[src/rtl/iterative_multiplier.sv]
// Iterative shift-and-add multiplier for RV32M MUL/MULH/MULHSU/MULHU.
// Operands are reduced to magnitudes, multiplied one bit per cycle with an
// N-bit add whose carry is kept as bit N, then the sign is re-applied.
module iterative_multiplier #(
  parameter int N  = 32,
  parameter int CW = 6
) (
  input  logic         clk,
  input  logic         rst_n,
  input  logic         start,
  input  logic [1:0]   op,
  input  logic [N-1:0] operand_a,
  input  logic [N-1:0] operand_b,
  output logic         busy,
  output logic         done,
  output logic [N-1:0] result
);

  typedef enum logic [1:0] {IDLE, RUN, FIN} state_t;

  state_t         state_q, state_d;
  logic [1:0]     op_q, op_d;
  logic [N-1:0]   mag_a_q, mag_a_d;
  logic           neg_q, neg_d;
  logic [N:0]     acc_hi_q, acc_hi_d;
  logic [N-1:0]   acc_lo_q, acc_lo_d;
  logic [CW-1:0]  count_q, count_d;
  logic           busy_q, busy_d;
  logic           done_q, done_d;
  logic [N-1:0]   result_q, result_d;

  logic           sign_a, sign_b;
  logic [N-1:0]   abs_a, abs_b;
  logic [N:0]     sum;
  logic [2*N-1:0] prod, prod_fixed;
  logic [N-1:0]   sel;

  // Operand magnitudes, per-cycle partial sum and final signed product select
  always_comb begin
    sign_a     = operand_a[N-1] & ((op == 2'b01) || (op == 2'b10));
    sign_b     = operand_b[N-1] & (op == 2'b01);
    abs_a      = sign_a ? -operand_a : operand_a;
    abs_b      = sign_b ? -operand_b : operand_b;
    sum        = acc_lo_q[0] ? ({1'b0, acc_hi_q[N-1:0]} + {1'b0, mag_a_q}) : acc_hi_q;
    prod       = {acc_hi_q[N-1:0], acc_lo_q};
    // Negating zero yields zero, so a "negative zero" product needs no special case
    prod_fixed = neg_q ? -prod : prod;
    sel        = (op_q == 2'b00) ? prod_fixed[N-1:0] : prod_fixed[2*N-1:N];
  end

  // Next-state and datapath update for the IDLE/RUN/FIN sequencer
  always_comb begin
    state_d  = state_q;
    op_d     = op_q;
    mag_a_d  = mag_a_q;
    neg_d    = neg_q;
    acc_hi_d = acc_hi_q;
    acc_lo_d = acc_lo_q;
    count_d  = count_q;
    busy_d   = busy_q;
    done_d   = 1'b0;
    result_d = result_q;
    case (state_q)
      IDLE: begin
        busy_d = 1'b0;
        if (start) begin
          op_d     = op;
          mag_a_d  = abs_a;
          neg_d    = sign_a ^ sign_b;
          acc_hi_d = '0;
          acc_lo_d = abs_b;
          count_d  = CW'(N);
          busy_d   = 1'b1;
          state_d  = RUN;
        end
      end
      RUN: begin
        // Shift {sum, acc_lo} right by one; the carry lands in acc_hi[N-1]
        acc_hi_d = {1'b0, sum[N:1]};
        acc_lo_d = {sum[0], acc_lo_q[N-1:1]};
        count_d  = count_q - 1'b1;
        busy_d   = 1'b1;
        if (count_q == CW'(1)) begin
          state_d = FIN;
          done_d  = 1'b1;
        end
      end
      FIN: begin
        result_d = sel;
        busy_d   = 1'b0;
        state_d  = IDLE;
      end
      default: begin
        busy_d  = 1'b0;
        state_d = IDLE;
      end
    endcase
  end

  // State registers with synchronous active-low reset; reset aborts any operation
  always_ff @(posedge clk) begin
    if (!rst_n) begin
      state_q  <= IDLE;
      op_q     <= '0;
      mag_a_q  <= '0;
      neg_q    <= 1'b0;
      acc_hi_q <= '0;
      acc_lo_q <= '0;
      count_q  <= '0;
      busy_q   <= 1'b0;
      done_q   <= 1'b0;
      result_q <= '0;
    end else begin
      state_q  <= state_d;
      op_q     <= op_d;
      mag_a_q  <= mag_a_d;
      neg_q    <= neg_d;
      acc_hi_q <= acc_hi_d;
      acc_lo_q <= acc_lo_d;
      count_q  <= count_d;
      busy_q   <= busy_d;
      done_q   <= done_d;
      result_q <= result_d;
    end
  end

  // Result is visible combinationally in FIN and held in result_q afterwards
  always_comb begin
    busy   = busy_q;
    done   = done_q;
    result = (state_q == FIN) ? sel : result_q;
  end

endmodule
[config.mk]
export PLATFORM = sky130hd
export DESIGN_NAME = iterative_multiplier
export DESIGN_NICKNAME = d
export VERILOG_FILES = /design/src/rtl/iterative_multiplier.sv
export SDC_FILE = /design/constraint.sdc
export NUM_CORES = 1
export LEC_CHECK = 0
export BUFFER_PORTS_ARGS = -buffer_cell sky130_fd_sc_hd__buf_4
export CORE_MARGIN = 3
export CORE_UTILIZATION = 55
export CTS_CLUSTER_DIAMETER = 150
export CTS_CLUSTER_SIZE = 14
export DETAILED_ROUTE_END_ITERATION = 6
export GPL_ROUTABILITY_DRIVEN = 0
export PLACE_DENSITY = 0.75
export SYNTH_ARGS = -nofsm -noshare
export SYNTH_HDL_FRONTEND = slang
export SYNTH_SLANG_ARGS = --single-unit
[constraint.sdc]
create_clock -name clk -period 4 [get_ports clk]
set_input_delay 0.6 -clock clk [delete_from_list [all_inputs] [get_ports clk]]
set_output_delay 0.6 -clock clk [all_outputs]
set_load 0.02 [all_outputs]
==> results of run 1 <==
==> registers in the layout (all words and copies together), names as in the netlist <==
signal	flops
state_q	2
busy	1
op_q	2
acc_hi_q	32
result_q	32
acc_lo_q	32
count_q	6
neg_q	1
mag_a_q	32
done	1
==> tightest hold or removal path, delay by kind of cell <==
family / cells / cell delay, ps
and+or+nand+nor: 1 / 50
AOI/OAI and AO/OA: 1 / 50
buffers and inverters: 1 / 120
==> repair_timing <==
action,in CTS,in global routing
setup endpoints to repair,16,22
gates resized for setup,8,37
buffers inserted,3,11
pin swaps,2,17
==> layout make-up <==
class | count | area, um^2 | area share (%)
multi-input cells | 1114 | 7240 | 59.4
repair buffers | 155 | 1160 | 9.54
clock buffers | 17 | 425 | 3.49
clock inverters | 15 | 155 | 1.27
well taps | 229 | 287 | 2.35
inverters | 22 | 82.6 | 0.677
flip-flops and latches | 141 | 2840 | 23.3
==> per-layer routing <==
layer	part of all wire (%)	track usage (%)	vias to the layer above
met1	44	44.8	5068
met2	41	43.5	572
met3	9.9	6.63	88
met5	0	0	-
met4	4.4	13.7	0
li1	-	-	5217
==> through the flow <==
stage	hold slack, ps	setup slack (ps)	util (%)
global placement	448	249	62.1
detailed placement	458	308	62.1
finish	428	2.69	67.0
floorplan	433	331	-
CTS	417	8.76	65.6
global route	447	-70.8	67.0
==> synth_stat cells (21+ instances only) <==
master                     count  area share, %
sky130_fd_sc_hd__a211oi_1     38            2.8
sky130_fd_sc_hd__a21o_1       21            1.5
sky130_fd_sc_hd__a21oi_1     104            5.1
sky130_fd_sc_hd__a22oi_1      23            1.7
sky130_fd_sc_hd__and2_1       44            2.7
sky130_fd_sc_hd__clkbuf_1     86            3.1
sky130_fd_sc_hd__dfxtp_1     141             27
sky130_fd_sc_hd__ha_1         38            4.6
sky130_fd_sc_hd__inv_1        21           0.76
sky130_fd_sc_hd__nand2_1     133            4.8
sky130_fd_sc_hd__nand3_1      28            1.4
sky130_fd_sc_hd__nor2_1      147            5.4
sky130_fd_sc_hd__nor3_1       32            1.6
sky130_fd_sc_hd__nor4_1       21            1.3
sky130_fd_sc_hd__o21ai_0      90            4.4
sky130_fd_sc_hd__o31ai_1      25            1.8
sky130_fd_sc_hd__or3_1        23            1.4
sky130_fd_sc_hd__xnor2_1      52            4.4
sky130_fd_sc_hd__xor2_1       58            4.9
==> worst paths after layout <==
kind	from	to	slack (ps)	cells past startpoint
worst max-delay path	acc_lo_q[23]$_SDFFE_PN0P_	result[30]	3	9
worst min-delay path	op[1]	op_q[1]$_SDFFE_PN0P_	430	3
worst max register to register	acc_hi_q[2]$_SDFFE_PN0P_	acc_hi_q[21]$_SDFFE_PN0P_	530	10
worst min register to register	count_q[5]$_SDFFE_PN0P_	count_q[5]$_SDFFE_PN0P_	480	1
==> logic make-up after synthesis <==
| kind of cell | after synthesis | synth area share [%] |
|---|---|---|
| muxes | 11 | 1.12 |
| DFF | 141 | 27.4 |
| and+or+nand+nor | 515 | 24.8 |
| buffers and inverters | 117 | 4.32 |
| adders and majority gates | 39 | 4.81 |
| xor gates and xnor gates | 110 | 9.35 |
| AOI/OAI and AO/OA | 439 | 28.3 |
==> where the power goes <==
| part | internal [mW] | switching (mW) |
|---|---|---|
| registers | 1.49 | 0.129 |
| logic | 0.451 | 0.681 |
| clock network | 0.876 | 0.702 |
==> qor.txt, run 1 <==
==========================================================================================
Number of inserted filler cells in the final layout .........................         1576
Nets in the synthesized netlist .............................................         1480
Post-Layout Inst Area .......................................................   12200 um^2
Layout cell share with drive strength beyond 1 ..............................        16.7%
Transition at the pin with the smallest max-transition slack ................      1080 ps
Clock tree from TritonCTS ...................................................         done
Chip height .................................................................       143 um
Library cells used by synthesis .............................................           70
Starting density of the core ................................................        56.6%
Number of synthesis warnings ................................................            0
Outcome ..................................................................... complete, no violations
TritonCTS Buffers ...........................................................           17
Crit path buffers/inverters .................................................            2
Number of placed cells counting well taps ...................................         1647
Critical path launch point type .............................................     register
Area after DPL ..............................................................   11300 um^2
Hold Path Class ............................................................. input pin to register
Final Hold Fails ............................................................            0
Synthesized area per cell ...................................................    7.51 um^2
Count of buffers inserted at the top-level ports ............................          102
Synthesized netlist cell count ..............................................         1372
Number of pins exceeding their max-slew limit in the final report ...........            0
Die width ...................................................................       143 um
Number of DRC markers after the initial detailed-route iteration ............         1342
Total of endpoints with negative setup slack in the final report ............            0
Number of iterations in the first detailed-routing pass .....................            7
Clock edge transition at the registers on the reported setup and hold paths .        70 ps
CTS Root Buffer Type ........................................................ sky130_fd_sc_hd__clkbuf_16
Async SR Flop Fraction ......................................................           0%
Final net count .............................................................         1559
Core footprint ..............................................................   18200 um^2
Setup repair after global routing missed its margin .........................         true
Largest incremental delay on the critical path ..............................       580 ps
Antenna cell count ..........................................................            0
Top Family by Delay on Critical Path ........................................ simple AND/OR/NAND/NOR gates
Synthesized flop and latch total ............................................          141
Number of enable-type register cells in the synthesized netlist .............            0
Highest fanout seen on the critical path ....................................            5
Sequential element share of the synthesized area ............................        27.4%
Vias after detailed routing .................................................        10945
Global-route usage over all layers ..........................................        30.8%
Largest net degree at the start of global routing ...........................           80
Top-level I/O count .........................................................          103
Synthesized cell area .......................................................   10300 um^2
Post-detailed-route wirelength per cell .....................................      19.1 um
Required time of the worst setup path .......................................      3400 ps
Maximum vdd drop ............................................................   0.000317 V
Most frequent standard cell in the layout excluding fill and tap cells ...... sky130_fd_sc_hd__buf_4
Layout area overhead ........................................................        18.3%
Clock latency reported for the late side of the worst-skew pair .............       440 ps
CP max-delay cell ........................................................... sky130_fd_sc_hd__or4_4
Number of global-route vias before repair ...................................         9455
Clock skew ..................................................................      9.48 ps
Most numerous cell on the critical path ..................................... sky130_fd_sc_hd__buf_4
Most used flip-flop cell after synthesis .................................... sky130_fd_sc_hd__dfxtp_1
Worst setup EP type .........................................................  output port
Clock sink total ............................................................          141
Antenna violations before repair ............................................            0
Startpoint-to-endpoint class of the critical path ........................... register to output port
Final worst path period need ................................................      4000 ps
Number of routed nets with antenna violations ...............................            0
Gr ovfl total ...............................................................            0
H-tree Lvls .................................................................            4
Portion of the clock cycle consumed by the worst path in the final layout ...        99.9%
Non-filler instance count after layout ......................................         1693
TNS Setup ...................................................................         0 ps
Clock tree buffer depth .....................................................            2
Leading cell types in the layout, fill and taps excluded .................... sky130_fd_sc_hd__buf_4, sky130_fd_sc_hd__nor2_1, sky130_fd_sc_hd__dfxtp_1, sky130_fd_sc_hd__nand2_1, sky130_fd_sc_hd__a21oi_1
Hold_buf cts ................................................................            0
Data arrival, critical path .................................................      3400 ps
Power Dens Cells ............................................................  355 nW/um^2
Leakage power summed over all cells .........................................      4.90 nW
Number of maximum-capacitance constraint violations .........................            0
Num rows ....................................................................           49
Final HPWL from detailed placement ..........................................     23500 um
Worst path cell trace ....................................................... or4_4 -> or3_4 -> nor4_4 -> buf_4 -> nand3_4 -> o311ai_4 -> a21oi_2 -> o41ai_2 -> buf_4
Achievable frequency ........................................................      250 MHz
Global-route wire length before repair ......................................     50100 um
Remaining DRCs ..............................................................            0
Routed wire length ..........................................................     32400 um
Die area ....................................................................   20400 um^2
Total chip power ............................................................      4.33 mW
Via density per instance ....................................................         6.46
Worst slew margin ...........................................................        27.9%
==========================================================================================
(Power assumes the default switching activity.)
==> run 2, diff against run 1 <==
Settings changed: MAX_ROUTING_LAYER from default to met4, SETUP_SLACK_MARGIN from default to 0.15.
==> qor.txt, run 2 (synthesized netlist as in run 1, its figures left out) <==
==========================================================================================
Outcome ..................................................................... complete, no violations   unchanged
Setup repair after global routing missed its margin .........................         true   unchanged
Worst path cell trace ....................................................... or4_4 -> or3_4 -> nor4_4 -> buf_4 -> nand2_1 -> nor4_1 -> a31oi_1 -> a31oi_1 -> buf_4   was or4_4 -> or3_4 -> nor4_4 -> buf_4 -> nand3_4 -> o311ai_4 -> a21oi_2 -> o41ai_2 -> buf_4
TNS Setup ...................................................................         0 ps   unchanged
Number of pins exceeding their max-slew limit in the final report ...........            0   unchanged
Core footprint ..............................................................   18200 um^2   unchanged
Clock tree from TritonCTS ...................................................         done   unchanged
Worst Reg-to-Reg Cells ......................................................           10   unchanged
Data arrival, critical path .................................................      3320 ps   was 3400 ps
Worst setup EP type .........................................................  output port   unchanged
Die area ....................................................................   20400 um^2   unchanged
Routed wire length ..........................................................     32400 um   about the same
Die width ...................................................................       143 um   unchanged
Gr ovfl total ...............................................................            0   unchanged
Number of placed cells counting well taps ...................................         1647   unchanged
Worst slew margin ...........................................................        27.9%   about the same
Achievable frequency ........................................................      255 MHz   was 250 MHz
Largest net degree at the start of global routing ...........................           80   unchanged
Clock latency reported for the late side of the worst-skew pair .............       440 ps   about the same
Final worst path period need ................................................      3920 ps   was 4000 ps
Largest incremental delay on the critical path ..............................       540 ps   was 580 ps
Number of DRC markers after the initial detailed-route iteration ............         1435   was 1342
Hold Path Class ............................................................. input pin to register   unchanged
Layout cell share with drive strength beyond 1 ..............................        17.1%   was 16.7%
Antenna cell count ..........................................................            0   unchanged
Highest fanout seen on the critical path ....................................            6   was 5
Clock tree buffer depth .....................................................            2   unchanged
Layout area overhead ........................................................        18.5%   was 18.3%
H-tree Lvls .................................................................            4   unchanged
Clock edge transition at the registers on the reported setup and hold paths .        70 ps   about the same
Final HPWL from detailed placement ..........................................     23500 um   unchanged
Timing startpoint of the critical path ...................................... acc_lo_q[23]$_SDFFE_PN0P_   unchanged
Required time of the worst setup path .......................................      3400 ps   about the same
Post-detailed-route wirelength per cell .....................................      19.1 um   about the same
Final Hold Fails ............................................................            0   unchanged
Hold Path Depth .............................................................            3   unchanged
Start point of the worst hold path ..........................................        op[1]   unchanged
Chip height .................................................................       143 um   unchanged
Critical path launch point type .............................................     register   unchanged
Number of maximum-capacitance constraint violations .........................            0   unchanged
Maximum vdd drop ............................................................   0.000314 V   was 0.000317 V
Number of global-route vias before repair ...................................         9461   was 9455
Number of routed nets with antenna violations ...............................            0   unchanged
Leakage power summed over all cells .........................................      4.91 nW   was 4.90 nW
Vias after detailed routing .................................................        10953   was 10945
Count of buffers inserted at the top-level ports ............................          102   unchanged
Startpoint-to-endpoint class of the critical path ........................... register to output port   unchanged
Total chip power ............................................................      4.33 mW   about the same
Power Dens Cells ............................................................  354 nW/um^2   was 355 nW/um^2
Final core utilization ......................................................        67.1%   was 67.0%
Starting density of the core ................................................        56.6%   unchanged
Non-filler instance count after layout ......................................         1696   was 1693
Total of endpoints with negative setup slack in the final report ............            0   unchanged
Most frequent standard cell in the layout excluding fill and tap cells ...... sky130_fd_sc_hd__buf_4   unchanged
Global-route usage over all layers ..........................................        31.9%   was 30.8%
CP max-delay cell ........................................................... sky130_fd_sc_hd__or4_4   unchanged
Final net count .............................................................         1562   was 1559
Remaining DRCs ..............................................................            0   unchanged
Number of iterations in the first detailed-routing pass .....................            6   was 7
Top-level I/O count .........................................................          103   unchanged
Portion of the clock cycle consumed by the worst path in the final layout ...        97.9%   was 99.9%
Leading cell types in the layout, fill and taps excluded .................... sky130_fd_sc_hd__buf_4, sky130_fd_sc_hd__nor2_1, sky130_fd_sc_hd__nand2_1, sky130_fd_sc_hd__dfxtp_1, sky130_fd_sc_hd__a21oi_1   was sky130_fd_sc_hd__buf_4, sky130_fd_sc_hd__nor2_1, sky130_fd_sc_hd__dfxtp_1, sky130_fd_sc_hd__nand2_1, sky130_fd_sc_hd__a21oi_1
Global-route wire length before repair ......................................     50500 um   was 50100 um
Via density per instance ....................................................         6.46   about the same
Antenna violations before repair ............................................            0   unchanged
Clock sink total ............................................................          141   unchanged
Num rows ....................................................................           49   unchanged
CTS Root Buffer Type ........................................................ sky130_fd_sc_hd__clkbuf_16   unchanged
Transition at the pin with the smallest max-transition slack ................      1080 ps   about the same
Clock skew ..................................................................      7.31 ps   was 9.48 ps
Startpoint of the worst-slack reg-to-reg timing path ........................ acc_hi_q[2]$_SDFFE_PN0P_   unchanged
TritonCTS Buffers ...........................................................           17   unchanged
==========================================================================================
[run 2: changes by cell type in the layout (fill, tap and decap cells not counted), moves of 3 or more]
cell	before	now
sky130_fd_sc_hd__nand3_2	0	3
sky130_fd_sc_hd__o31ai_2	2	5
sky130_fd_sc_hd__o21ai_1	4	7
sky130_fd_sc_hd__o21ai_0	86	83
sky130_fd_sc_hd__o31ai_1	23	20
[run 2: worst max-delay path, delay by kind of cell, from the launching register on]
family                 cells  cell delay (ps)
AND/OR/NAND/NOR            5             1770
buffers and inverters      2              380
AO/OA/AOI/OAI              2              380
flip-flops                 1              350
[run 2: stage by stage]
step	area [um^2]	hold slack, ps	worst slack, ps
3_5_place_dp	11300	458	308
4_1_cts	12000	417	152
2_1_floorplan	10300	433	331
5_1_grt	12200	446	-33.4
3_3_place_gp	11300	448	249
6_report	12200	427	84.6
[run 2: path summary, 6_finish.rpt]
check,endpoint,slack (ps)
min reg2reg,count_q[5]$_SDFFE_PN0P_,480
max,result[25],80
max reg2reg,acc_hi_q[21]$_SDFFE_PN0P_,530
min,op_q[1]$_SDFFE_PN0P_,430
[run 2: metal layers]
layer | routed length [um] | global-route usage, %
met5 | 0 | -
met4 | 1440 | 12.7
met3 | 3040 | 5.43
met2 | 13300 | 44.4
met1 | 14600 | 45.8
[run 2: cell type report]
cell class | instances | area [um^2]
Inverter | 22 | 82.6
Multi-Input combinational cell | 1114 | 7230
Fill cell | 1591 | 6000
Clock inverter | 15 | 155
Tap cell | 229 | 287
Timing Repair Buffer | 158 | 1190
Clock buffer | 17 | 425
Sequential cell | 141 | 2840
[run 2: what timing repair did]
item                                    in CTS  in global routing
hold buffers                                 0                  0
gates resized for setup                     21                 32
pin swaps                                    8                 18
endpoints found under the setup margin      26                 23
setup buffers                                8                  9
[run 2: where the power goes]
part	switching [mW]	internal, mW
clock	0.702	0.876
sequential	0.128	1.49
combinational	0.679	0.453
==> run 3, diff against run 2 <==
Clock period 4 ns to 3.88 ns, I/O delays scaled along.
==> qor.txt, run 3 (synthesized netlist as in run 1, its figures left out) <==
==========================================================================================
Outcome ..................................................................... finished with violations   was complete, no violations
Violated checks ............................................................. design-rule violations
Startpoint-to-endpoint class of the critical path ........................... register to output port   unchanged
Remaining DRCs ..............................................................            2   was 0
Final HPWL from detailed placement ..........................................     23500 um   about the same
Number of maximum-capacitance constraint violations .........................            0   unchanged
Largest net degree at the start of global routing ...........................           97   was 80
Total chip power ............................................................      4.50 mW   was 4.33 mW
Logic gate share of total power .............................................        26.0%   was 26.2%
Required time of the worst setup path .......................................      3300 ps   was 3400 ps
Tightest hold margin ........................................................       417 ps   was 427 ps
Starting density of the core ................................................        56.6%   unchanged
Clock tree from TritonCTS ...................................................         done   unchanged
Post-detailed-route wirelength per cell .....................................      19.2 um   was 19.1 um
Gr ovfl total ...............................................................            0   unchanged
Transition at the pin with the smallest max-transition slack ................      1320 ps   was 1080 ps
Leakage power summed over all cells .........................................      4.93 nW   was 4.91 nW
Data arrival, critical path .................................................      3210 ps   was 3320 ps
Layout area overhead ........................................................        19.2%   was 18.5%
CTS Root Buffer Type ........................................................ sky130_fd_sc_hd__clkbuf_16   unchanged
Most frequent standard cell in the layout excluding fill and tap cells ...... sky130_fd_sc_hd__buf_4   unchanged
Final Hold Fails ............................................................            0   unchanged
Number of global-route vias before repair ...................................         9547   was 9461
Die width ...................................................................       143 um   unchanged
Die area ....................................................................   20400 um^2   unchanged
Clock sink total ............................................................          141   unchanged
Vias after detailed routing .................................................        10831   was 10953
Hold Path Class ............................................................. input pin to register   unchanged
Clock skew ..................................................................      16.8 ps   was 7.31 ps
Portion of the clock cycle consumed by the worst path in the final layout ...        97.7%
Via density per instance ....................................................         6.41   was 6.46
Final worst path period need ................................................      3790 ps
Highest fanout seen on the critical path ....................................            5   was 6
Worst setup EP type .........................................................  output port   unchanged
Clock latency reported for the late side of the worst-skew pair .............       440 ps   about the same
Routed wire length ..........................................................     32500 um   was 32400 um
Part of the power in registers ..............................................        37.1%   was 37.4%
Clock edge transition at the registers on the reported setup and hold paths .        70 ps   about the same
H-tree Lvls .................................................................            4   unchanged
Number of DRC markers after the initial detailed-route iteration ............         1219   was 1435
Final setup margin ..........................................................      87.5 ps   was 84.6 ps
Net switching share of the total power ......................................        35.2%   was 34.9%
Worst slew margin ...........................................................        11.9%   was 27.9%
Achievable frequency ........................................................      264 MHz
Antenna cell count ..........................................................            0   unchanged
Global-route usage over all layers ..........................................        32.3%   was 31.9%
Clock network fraction of design power ......................................        36.9%   was 36.5%
Num rows ....................................................................           49   unchanged
Internal power consumption ..................................................      2.92 mW   was 2.82 mW
Critical path launch point type .............................................     register   unchanged
Leading cell types in the layout, fill and taps excluded .................... sky130_fd_sc_hd__buf_4, sky130_fd_sc_hd__nor2_1, sky130_fd_sc_hd__dfxtp_1, sky130_fd_sc_hd__nand2_1, sky130_fd_sc_hd__a21oi_1   was sky130_fd_sc_hd__buf_4, sky130_fd_sc_hd__nor2_1, sky130_fd_sc_hd__nand2_1, sky130_fd_sc_hd__dfxtp_1, sky130_fd_sc_hd__a21oi_1
Top-level I/O count .........................................................          103   unchanged
Clock tree buffer depth .....................................................            2   unchanged
TritonCTS Buffers ...........................................................           17   unchanged
Number of inserted filler cells in the final layout .........................         1555   was 1591
Final net count .............................................................         1556   was 1562
TNS Setup ...................................................................         0 ps   unchanged
Count of buffers inserted at the top-level ports ............................          102   unchanged
Setup repair after global routing missed its margin .........................         true   unchanged
Non-filler instance count after layout ......................................         1690   was 1696
Antenna violations before repair ............................................            0   unchanged
Number of routed nets with antenna violations ...............................            0   unchanged
Layout cell share with drive strength beyond 1 ..............................        17.4%   was 17.1%
Number of iterations in the first detailed-routing pass .....................            7   was 6
Post-Place Setup Slack ......................................................       141 ps   was 308 ps
Number of placed cells counting well taps ...................................         1650   was 1647
Maximum vdd drop ............................................................   0.000347 V   was 0.000314 V
Chip height .................................................................       143 um   unchanged
Net load switching power ....................................................      1.58 mW   was 1.51 mW
Number of pins exceeding their max-slew limit in the final report ...........            0   unchanged
Global-route wire length before repair ......................................     51200 um   was 50500 um
Total of endpoints with negative setup slack in the final report ............            0   unchanged
Core footprint ..............................................................   18200 um^2   unchanged
Power Dens Cells ............................................................  366 nW/um^2   was 354 nW/um^2
Hold_buf cts ................................................................            0   unchanged
==========================================================================================
==> run 3: cell types whose count changed in the layout (fill, tap and decap cells not counted), moves of 3 or more <==
cell	before	now
sky130_fd_sc_hd__buf_4	157	151
sky130_fd_sc_hd__inv_6	3	8
sky130_fd_sc_hd__clkinv_4	4	0
sky130_fd_sc_hd__nor4_1	19	15
sky130_fd_sc_hd__o31ai_2	5	1
sky130_fd_sc_hd__nor4_2	0	3
sky130_fd_sc_hd__o21ai_0	83	80
sky130_fd_sc_hd__o21ai_1	7	10
sky130_fd_sc_hd__o31ai_4	0	3
==> run 3: worst paths after layout <==
| path | start | endpoint | slack [ps] | cells after the start |
|---|---|---|---|---|
| worst max register to register | acc_hi_q[2]$_SDFFE_PN0P_ | acc_hi_q[21]$_SDFFE_PN0P_ | 400 | 10 |
| worst max-delay path | acc_hi_q[0]$_SDFFE_PN0P_ | result[12] | 90 | 8 |
| worst min-delay path | op[1] | op_q[1]$_SDFFE_PN0P_ | 420 | 3 |
| worst min register to register | op_q[0]$_SDFFE_PN0P_ | op_q[0]$_SDFFE_PN0P_ | 480 | 2 |
==> run 3: metrics by stage <==
step | cell area (um^2) | util (%)
after detailed placement | 11300 | 62.3
after global routing | 12300 | 67.5
after CTS | 12100 | 66.5
after floorplan | 10300 | -
final | 12300 | 67.5
after global placement | 11300 | 62.3
==> run 3: power by group through the flow <==
stage          combinational (mW)  sequential (mW)  clock [mW]
5_1_grt                      1.28             1.68        1.73
2_1_floorplan               0.755             1.63           0
3_3_place_gp                 1.04             1.68           0
4_1_cts                      1.10             1.66        1.67
6_report                     1.17             1.67        1.66
3_5_place_dp                 1.05             1.69           0
==> run 3: per-layer routing <==
| layer | wire [um] | track usage, % | part of all wire, % |
|---|---|---|---|
| met1 | 14400 | 46.1 | 44 |
| met5 | 0 | - | 0 |
| met2 | 13400 | 44.5 | 41 |
| met4 | 1500 | 13.0 | 4.6 |
| met3 | 3140 | 6.40 | 9.7 |
==> run 3: final cells by class <==
class                      instances  area (um^2)  share of cell area, %
clock buffer                      17          425                   3.46
multi-input combinational       1114         7330                   59.7
sequential                       141         2840                   23.1
timing repair buffer             152         1150                   9.39
clock inverter                    15          165                   1.34
inverter                          22         82.6                  0.672
tap                              229          287                   2.33
==> run 3: critical path, stage by stage, from the launching register on <==
cell and delay, ps:
sky130_fd_sc_hd__dfxtp_2 360, sky130_fd_sc_hd__nor4_4 290, sky130_fd_sc_hd__or4b_4 530, sky130_fd_sc_hd__or3_4 420, sky130_fd_sc_hd__or3_4 390, sky130_fd_sc_hd__o31a_1 270, sky130_fd_sc_hd__and3_4 200, sky130_fd_sc_hd__nor4_4 130
sky130_fd_sc_hd__buf_4 180
==> run 3: timing repair <==
item	4_1_cts	5_1_grt
buffers inserted	5	3
pin swaps	6	20
endpoints found under the setup margin	27	28
gates resized for setup	30	40
